## config.mk

```make
export PLATFORM = sky130hd
export DESIGN_NAME = anchor_controller
export DESIGN_NICKNAME = d
export VERILOG_FILES = /design/src/rtl/anchor_controller.sv
export SDC_FILE = /design/constraint.sdc
export NUM_CORES = 1
export LEC_CHECK = 0
export ABC_AREA = 1
export BUFFER_PORTS_ARGS = -buffer_cell sky130_fd_sc_hd__buf_2
export CORE_ASPECT_RATIO = 2
export CORE_MARGIN = 4
export CORE_UTILIZATION = 46
export CTS_BUF_LIST = sky130_fd_sc_hd__clkbuf_8
export DETAILED_ROUTE_END_ITERATION = 7
export GPL_ROUTABILITY_DRIVEN = 0
export PLACE_DENSITY_LB_ADDON = 0.12
export REMOVE_ABC_BUFFERS = 1
export SYNTH_ARGS = -nofsm -noshare
export SYNTH_HDL_FRONTEND = slang
export SYNTH_SLANG_ARGS = --single-unit
```

## constraint.sdc

```tcl
create_clock -name clk -period 3.07 [get_ports clk]
set_clock_uncertainty 0.1 [all_clocks]
set_input_delay 0.307 -clock clk [delete_from_list [all_inputs] [get_ports clk]]
set_output_delay 0.307 -clock clk [all_outputs]
set_load 0.005 [all_outputs]
```

## src/rtl/anchor_controller.sv

```systemverilog
// anchor_controller
//
// Initiator for the gradient stage. A 16-pixel-wide anchor window is walked
// down each vertical strip of the image. One 16-pixel row is fetched from
// image memory per step, held on gradient_in, and announced with a one-cycle
// anchor_moving pulse once the gradient stage reports gradient_final.
//
// Build option:
//   ANCHOR_PREFETCH_EN  defined   : MOVE goes straight to FETCH, so the next
//                                   row is read while the gradient stage is
//                                   still working on the current one.
//                       undefined : MOVE goes to DRAIN, and the next fetch
//                                   waits for gradient_final to reassert.
//
// Ports:
//   clk, n_rst       clock (rising edge), asynchronous active-low reset
//   start            one-cycle frame start, ignored while busy
//   base_addr        byte address of pixel (row 0, col 0), sampled on start
//   mem_read         read request, held until mem_ready
//   mem_addr         byte address of the requested 16-pixel row segment
//   mem_ready        read data valid this cycle (ignored outside FETCH)
//   mem_rdata        16 pixels, byte k is column anchor_y + k
//   gradient_in      row presented to the gradient stage
//   anchor_moving    one-cycle pulse: new row valid, anchor advanced
//   anchor_x         1-based row number within the current strip
//   anchor_y         starting column of the current strip
//   gradient_final   gradient stage idle or finished with its current row
//   busy             frame in progress
//   image_done       one-cycle pulse when the frame completes

module anchor_controller #(
    parameter int IMG_WIDTH  = 640,
    parameter int IMG_HEIGHT = 480,
    parameter int STRIP_STEP = 14
) (
    input  logic              clk,
    input  logic              n_rst,
    input  logic              start,
    input  logic [31:0]       base_addr,
    output logic              mem_read,
    output logic [31:0]       mem_addr,
    input  logic              mem_ready,
    input  logic [127:0]      mem_rdata,
    output logic [15:0][7:0]  gradient_in,
    output logic              anchor_moving,
    output logic [31:0]       anchor_x,
    output logic [31:0]       anchor_y,
    input  logic              gradient_final,
    output logic              busy,
    output logic              image_done
);

    typedef enum logic [2:0] {
        S_IDLE,
        S_FETCH,
        S_READY,
        S_MOVE,
        S_DRAIN,
        S_FINISH
    } state_t;

    localparam logic [31:0] LAST_ROW   = 32'(IMG_HEIGHT);
    localparam logic [31:0] LAST_STRIP = 32'(IMG_WIDTH - 16);
    localparam logic [31:0] ROW_PITCH  = 32'(IMG_WIDTH);
    localparam logic [31:0] STEP       = 32'(STRIP_STEP);

    state_t           state_q, state_d;
    logic [31:0]      base_q, base_d;
    logic [31:0]      row_q, row_d;          // 1-based row within the strip
    logic [31:0]      strip_q, strip_d;      // starting column of the strip
    logic [31:0]      row_base_q, row_base_d; // base + (row-1)*IMG_WIDTH, kept incrementally
    logic             guard_q, guard_d;      // high on the cycle right after MOVE
    logic [15:0][7:0] gradient_q, gradient_d;
    logic [31:0]      anchor_x_q, anchor_x_d;
    logic [31:0]      anchor_y_q, anchor_y_d;

    logic last_row;
    logic last_strip;

    assign last_row   = (row_q == LAST_ROW);
    assign last_strip = (strip_q == LAST_STRIP);

    // State register and datapath registers.
    always_ff @(posedge clk or negedge n_rst) begin
        if (!n_rst) begin
            state_q    <= S_IDLE;
            base_q     <= '0;
            row_q      <= '0;
            strip_q    <= '0;
            row_base_q <= '0;
            guard_q    <= 1'b0;
            // NOTE: the row buffer is reset too, because gradient_in must read
            // 0 the instant reset is applied, not merely hold stale pixels.
            gradient_q <= '0;
            anchor_x_q <= '0;
            anchor_y_q <= '0;
        end else begin
            // NOTE: non-blocking assignments so every register samples the
            // pre-edge values, independent of statement order.
            state_q    <= state_d;
            base_q     <= base_d;
            row_q      <= row_d;
            strip_q    <= strip_d;
            row_base_q <= row_base_d;
            guard_q    <= guard_d;
            gradient_q <= gradient_d;
            anchor_x_q <= anchor_x_d;
            anchor_y_q <= anchor_y_d;
        end
    end

    // Next-state logic.
    always_comb begin
        // NOTE: default first, so no path through the case leaves state_d
        // unassigned and infers a latch.
        state_d = state_q;
        unique case (state_q)
            S_IDLE:   if (start)          state_d = S_FETCH;
            S_FETCH:  if (mem_ready)      state_d = S_READY;
            S_READY:  if (gradient_final) state_d = S_MOVE;
            S_MOVE: begin
                if (last_row && last_strip) begin
                    state_d = S_FINISH;
                end else begin
`ifdef ANCHOR_PREFETCH_EN
                    state_d = S_FETCH;
`else
                    state_d = S_DRAIN;
`endif
                end
            end
            // gradient_final is still high from the row just moved, so the
            // first cycle after MOVE is skipped before it is trusted again.
            S_DRAIN:  if (!guard_q && gradient_final) state_d = S_FETCH;
            S_FINISH: if (!guard_q && gradient_final) state_d = S_IDLE;
            default:  state_d = S_IDLE;
        endcase
    end

    // Datapath next values.
    always_comb begin
        base_d     = base_q;
        row_d      = row_q;
        strip_d    = strip_q;
        row_base_d = row_base_q;
        gradient_d = gradient_q;
        anchor_x_d = anchor_x_q;
        anchor_y_d = anchor_y_q;
        guard_d    = (state_q == S_MOVE);

        if (state_q == S_IDLE && start) begin
            base_d     = base_addr;
            row_d      = 32'd1;
            strip_d    = '0;
            row_base_d = base_addr;
        end

        if (state_q == S_FETCH && mem_ready) begin
            gradient_d = mem_rdata;
        end

        // Load the anchor outputs on the READY->MOVE edge so they show the
        // position during MOVE and hold it until the next MOVE.
        if (state_q == S_READY && gradient_final) begin
            anchor_x_d = row_q;
            anchor_y_d = strip_q;
        end

        if (state_q == S_MOVE) begin
            if (row_q < LAST_ROW) begin
                row_d      = row_q + 32'd1;
                row_base_d = row_base_q + ROW_PITCH;
            end else begin
                row_d      = 32'd1;
                row_base_d = base_q;
                // The final strip is clamped flush with the right edge; its
                // columns overlap the previous strip and are simply refetched.
                strip_d    = (strip_q + STEP > LAST_STRIP) ? LAST_STRIP
                                                           : strip_q + STEP;
            end
        end
    end

    // Outputs.
    always_comb begin
        mem_read      = (state_q == S_FETCH);
        mem_addr      = (state_q == S_FETCH) ? row_base_q + strip_q : '0;
        anchor_moving = (state_q == S_MOVE);
        busy          = (state_q != S_IDLE);
        image_done    = (state_q == S_FINISH) && !guard_q && gradient_final;
        gradient_in   = gradient_q;
        anchor_x      = anchor_x_q;
        anchor_y      = anchor_y_q;
    end

endmodule

```

==> flow_summary_export.csv, run 1 <==
group,metric,value,unit
clock_tree,clk_latency,0.61,ns
synthesis,yosys.area.top_type,"dfrtp_1",
setup_path,crit_type,"flip-flop to primary output",
finish,fill_cells,2737,
power_and_ir_drop,switching_share,37.8,%
global_route,grt_pass1_wl,82.5,mm
routing,ant_nets,0,
placement,dp_slack,0.0250,ns
sta,timing.final.crit_share,107,%
sta,min_period,3.29,ns
setup_path,cp_max_fo,5,
setup_path,start_kind,"flip-flop",
finish,final_layout_size_suffix_gt1_share,32.4,%
run_status,violations,"negative setup slack",
sta,setup_viol,19,
clock_tree,numCtsBuffers,47,
clock_tree,clockRootBuffer,"clkbuf_8",
synthesis,ys_seq_area_share,52.0,%
global_route,grtUsageTotal,27.8,%
synthesis,synth.top_cells.by_count,"nand2_1, dfrtp_1, nor2_1",
sta,fmax,0.304,GHz
synthesis,ys_ff_latch,324,
sta,tightest_slew,0.602,ns
synthesis,yosysMostFrequentCell,"nand2_1",
placement,postPlaceCellArea,18300,µm²
power_and_ir_drop,seqPwrFrac,39.4,%
floorplanning,die_area,37100,µm²
clock_tree,clockBufferDepth,3,
routing,wl_per_cell,19.0,µm
clock_tree,cts_sinks,324,
run_status,outcome,"finished, violations left",
synthesis,synthDistinctLibCells,41,
floorplanning,rows,95,
power_and_ir_drop,power_density,795,nW/µm²
synthesis,postSynthAreaPerCell,8.98,µm²
placement,io_buffer_count,392,
power_and_ir_drop,p_int,10.7,mW
sta,setup_ws,-0.217,ns
routing,vias,14600,
finish,syn_to_final_growth,38.7,%
hold_path,hp-class,"input pin to async pin",
setup_path,crit_required,2.66,ns
floorplanning,io_pins,393,
global_route,grt_overflow_total,0,
floorplanning,die_w,138,µm
synthesis,synth_top_area_share,52.0,%
floorplanning,start_util,46.5,%
power_and_ir_drop,combPwrFrac,39.3,%
floorplanning,coreArea,33500,µm²
synthesis,synth-edff-count,0,
routing,vias_per_cell,5.18,
power_and_ir_drop,clock_power_share,21.3,%
finish,stdcell_area,21600,µm²
synthesis,yosysWarnings,0,
routing,drt_iter0_drc,633,
placement,place_inst,2546,
clock_tree,path_clk_slew,0.08,ns
placement,dp_hpwl,38.3,mm
sta,tns,-1.58,ns
power_and_ir_drop,peakVddDrop,0.614,mV
synthesis,async_flop_share,100,%
flow_run,drv_cap,0,
floorplanning,die_h,268,µm
sta,relSlewSlack,59.8,%
global_route,first_global_vias,15600,
routing,drcViolationCount,0,
setup_path,cp-end-kind,"primary output",
synthesis,synth_area_leaders,"dfrtp_1, nand2_1, mux2_2, nor2_1, o21ai_0",
routing,routed_wl,53.4,mm
setup_path,r2r_slack,0.38,ns
finish,final-seq-area,8110,µm²
clock_tree,cts_tree,"done",
setup_path,cp.arrival,2.88,ns
synthesis,syn_inst,1738,
finish,layout.nets,2542,
clock_tree,htree_levels,2,
sta,fin_hold_ws,0.114,ns
global_route,grt_antenna_before_repair,1,
power_and_ir_drop,p_sw,6.50,mW
finish,stdcell_count,2813,
global_route,grt_max_degree,88,
sta,rsz0062_at_grt,"yes",
power_and_ir_drop,leakagePower,10.6,nW
routing,firstDrtPassIters,7,
sta,hold_viol,0,
finish,multiInputGateArea,7260,µm²
synthesis,synthFlopType,"dfrtp_1",
synthesis,synthesis.area,15600,µm²
sta,finalMaxSlewViolations,0,
## worst paths after layout
kind,cells after the start,end,startpoint
worst min register to register,2,row_base_q[2],base_q[2]
max in group asynchronous,3,gradient_in[123],n_rst
min in group clk,2,row_base_q[2],base_q[2]
worst max register to register,15,strip_q[6],strip_q[1]
worst max-delay path,10,mem_addr[16],strip_q[5]
worst min-delay path,2,anchor_x[20],n_rst
## power by group through the flow
stage / clock network, mW / logic, mW / registers (mW)
floorplan: 0 / 3.45 / 6.62
global placement: 0 / 6.11 / 6.64
detailed placement: 0 / 6.21 / 6.69
CTS: 3.77 / 6.48 / 6.66
global route: 3.95 / 7.44 / 6.93
finish: 3.66 / 6.77 / 6.78
## through the flow
step	total power [mW]	utilization, %
after floorplan	10.1	-
after global placement	12.8	54.6
after detailed placement	12.9	54.6
after CTS	16.9	63.2
after global routing	18.3	64.6
final	17.2	64.6
## cell type report
class	instances	area share, %
clock buffer	59	3.75
tap	436	2.52
antenna	1	0.0116
multi-input combinational	1201	33.6
sequential	324	37.5
inverter	158	2.74
clock inverter	25	0.861
timing repair buffer	609	19.1
## cells in the final DEF, fill, tap and decap left out, types with 59 or more instances in the layout
cell type,count
buf_2,391
dlygate4sd3_1,164
inv_1,163
a21oi_1,63
clkbuf_8,59
o21ai_0,125
nand3_1,62
mux2_2,128
nor2_1,173
dfrtp_1,321
nand2_1,396
## layer usage
layer	track usage, %	share of wire (%)	wire length [µm]
met5	0	0	0
met4	16.8	6.7	3580
met3	5.87	5.8	3090
met2	53.8	54	29000
met1	26.7	33	17600
## critical path, cell delays in order (launching register included)
cell and delay [ns]:
dfrtp_1 0.44, ha_1 0.39, a21oi_1 0.24, o21ai_0 0.14
a21o_1 0.23, a21oi_4 0.18, inv_2 0.08, a21oi_2 0.16
xor2_1 0.09, nor2_1 0.17, buf_2 0.15
## cells by family (layout without fill, tap and decap cells)
logic type                 count (synthesis)  count (layout)  synth area share (%)
DFF                                      324             324                  52.0
muxes                                    128             128                  9.24
other                                      0               1                     0
adders and majority gates                 36              36                  2.94
buffers and inverters                    213             851                  5.22
xor gates and xnor gates                  36              36                  2.02
and+or+nand+nor                          728             728                  19.1
AOI/OAI and AO/OA                        273             273                  9.50
## state kept, by name (all words and copies together) (netlist names)
register and cells:
anchor_x 32, anchor_y 32, base_q 32, gradient_in 128, guard_q 1, row_base_q 32, row_q 32, state_q 3
strip_q 32
## repair_timing
action | in CTS | in global routing
pin swaps | 13 | 19
endpoints found under the hold margin | 349 | 0
endpoints found under the setup margin | 27 | 26
resized for setup | 59 | 76
hold buffers | 164 | 0
setup buffers | 9 | 9
Note: power is estimated with default switching activity, not from simulation.
==> run 2: changes to the inputs <==
--- a/config.mk
+++ b/config.mk
@@ -5,7 +5,7 @@
 export SDC_FILE = /design/constraint.sdc
 export NUM_CORES = 1
 export LEC_CHECK = 0
-export ABC_AREA = 1
+export ABC_AREA = 0
 export BUFFER_PORTS_ARGS = -buffer_cell sky130_fd_sc_hd__buf_2
 export CORE_ASPECT_RATIO = 2
 export CORE_MARGIN = 4
==> flow_summary_export.csv, run 2 <==
group,metric,value,unit
run_status,outcome,"finished, violations left",
run_status,violations,"negative setup slack",
clock_tree,clockRootBuffer,"clkbuf_8",
flow_run,drv_cap,0,
synthesis,async_flop_share,100,%
sta,finalMaxSlewViolations,0,
global_route,grt_max_degree,77,
synthesis,synthesis.area,15600,µm²
finish,final_common_cell,"buf_2",
global_route,grt_pass1_wl,85.1,mm
synthesis,ys_seq_area_share,51.9,%
synthesis,synth-edff-count,0,
synthesis,synth_area_leaders,"dfrtp_1, mux2_2, nand2_1, ha_1, o21ai_0",
setup_path,start_kind,"flip-flop",
synthesis,ys_ff_latch,324,
sta,fmax,0.268,GHz
synthesis,muxShareOfSynthArea,14.0,%
synthesis,synth_xor_area_share,2.02,%
floorplanning,coreArea,33600,µm²
routing,routed_wl,55.2,mm
synthesis,yosys.area.top_type,"dfrtp_1",
clock_tree,clk_latency,0.59,ns
finish,stdcell_count,2644,
sta,tightest_slew,0.653,ns
synthesis,synth_top_area_share,51.9,%
sta,hold_viol,0,
power_and_ir_drop,leakagePower,11.3,nW
sta,rsz0062_at_grt,"yes",
finish,fill_cells,2581,
synthesis,synth_compound_area_share,10.8,%
setup_path,r2r_cells,14,
synthesis,yosysMostFrequentCell,"dfrtp_1",
routing,wl_per_cell,20.9,µm
floorplanning,die_h,269,µm
power_and_ir_drop,power_density,760,nW/µm²
routing,vias_per_cell,5.49,
global_route,grt_antenna_before_repair,2,
clock_tree,cts_tree,"done",
synthesis,synthAdderAreaFrac,2.93,%
routing,vias,14500,
sta,tns,-13.22,ns
global_route,grt_overflow_total,0,
placement,io_buffer_count,392,
synthesis,syn_inst,1459,
hold_path,hp-class,"input pin to flip-flop",
finish,final_layout_size_suffix_gt1_share,42.0,%
placement,dp_hpwl,38.8,mm
synthesis,synth.top_cells.by_count,"dfrtp_1, nand2_1, mux2_2",
finish,largest_register_ffs,128,
sta,relSlewSlack,56.5,%
setup_path,cp.arrival,3.33,ns
synthesis,synthFlopType,"dfrtp_1",
synthesis,synthDistinctLibCells,72,
clock_tree,clockBufferDepth,3,
routing,drt_iter0_drc,510,
setup_path,crit_required,2.66,ns
sta,setup_ws,-0.667,ns
placement,place_inst,2380,
synthesis,yosysWarnings,0,
clock_tree,numCtsBuffers,48,
global_route,grtUsageTotal,28.7,%
clock_tree,cts_sinks,324,
setup_path,crit_type,"flip-flop to primary output",
power_and_ir_drop,peakVddDrop,0.657,mV
routing,firstDrtPassIters,5,
sta,setup_viol,33,
floorplanning,io_pins,393,
sta,fin_hold_ws,0.0975,ns
floorplanning,start_util,46.5,%
synthesis,synth_top_family_by_area,"simple AND/OR/NAND/NOR gates",
hold_path,min_path_cells,4,
floorplanning,rows,95,
synthesis,yosys.area_share.simple,15.9,%
sta,min_period,3.74,ns
clock_tree,htree_levels,2,
routing,ant_nets,0,
clock_tree,path_clk_slew,0.07,ns
setup_path,cp-end-kind,"primary output",
routing,drcViolationCount,0,
global_route,first_global_vias,15500,
finish,syn_to_final_growth,44.1,%
setup_path,cp_max_fo,3,
floorplanning,die_w,138,µm
finish,layout.nets,2372,
floorplanning,die_area,37200,µm²
sta,timing.final.crit_share,122,%
synthesis,postSynthAreaPerCell,10.7,µm²
finish,layout_common_cells,"buf_2, dfrtp_1, mux2_2",
## run 2: cell types whose count changed in the layout (fill, tap and decap cells not counted), sizes merged, moves of 18 or more
cell	change
nor2	-106
a31oi	+19
and2	+27
o22a	+18
o21ai	-72
a21oi	-25
nand2	-216
mux2	+65
nand3	-38
buf	+128
and3	+38
inv	-128
## run 2: what timing repair did
item | in CTS | in global routing
gates resized for setup | 99 | 31
hold buffers | 162 | 0
endpoints found under the setup margin | 35 | 35
hold endpoints to repair | 243 | 0
buffers inserted | 14 | 6
pin swaps | 46 | 25
## run 2: critical path, cell delays in order (launching register included)
cell and delay, ns:
dfrtp_1 0.41, ha_4 0.19, buf_6 0.11, a211oi_4 0.26
o21bai_2 0.13, o211a_1 0.26, a211oi_2 0.23, buf_4 0.16
o211ai_1 0.11, a21bo_2 0.23, nor4b_1 0.14, or3_1 0.38
buf_2 0.14
## run 2: metal layers
metal	routed length, µm	GRT usage, %	part of all wire, %	vias to the layer above
met1	18500	28.2	34	7146
met2	29900	55.0	54	539
li1	-	-	-	6632
met3	2910	5.82	5.3	186
met4	3840	17.5	7.0	0
met5	0	0	0	-
## run 2: worst paths after layout
| check | start | end | slack, ns |
|---|---|---|---|
| min reg2reg | base_q[23] | base_q[23] | 0.37 |
| min in group asynchronous | n_rst | anchor_y[22] | 0.16 |
| min | gradient_final | state_q[2] | 0.1 |
| max reg2reg | strip_q[1] | strip_q[9] | -0.21 |
| max in group asynchronous | n_rst | gradient_in[110] | 1.85 |
| max | strip_q[0] | mem_addr[25] | -0.67 |
## run 2: kinds of logic (layout without fill, tap and decap cells)
logic type | Yosys count | count (layout)
AO/OA/AOI/OAI | 261 | 261
XOR/XNOR | 36 | 36
adder cells (fa/ha/maj) | 36 | 36
buffers and inverters | 97 | 843
flip-flops | 324 | 324
multiplexers | 195 | 195
other | 0 | 3
AND/OR/NAND/NOR | 510 | 510
## run 2: stage by stage
step | utilization (%) | cell area (µm²) | power, mW | worst slack, ns
floorplan | - | 15300 | 10.0 | -2.72
finish | 67.0 | 22500 | 17.1 | -0.667
detailed placement | 57.1 | 19200 | 13.1 | -0.412
global route | 66.9 | 22500 | 18.1 | -0.821
CTS | 66.4 | 22300 | 17.0 | -0.764
global placement | 57.1 | 19200 | 12.9 | -0.409
## run 2: layout make-up
cell class              instances  area (µm²)  area share (%)
repair buffers                735        5110            22.7
clock inverters                23         110           0.489
clock buffers                  61         840            3.73
well taps                     436         546            2.42
diodes                          3        7.51          0.0333
flip-flops and latches        324        8110            36.0
inverters                      24        92.6           0.411
multi-input cells            1038        7700            34.2
## run 2: where the power goes
| group | switching, mW | internal [mW] |
|---|---|---|
| sequential | 0.927 | 5.65 |
| combinational | 3.61 | 3.41 |
| clock | 1.73 | 1.79 |
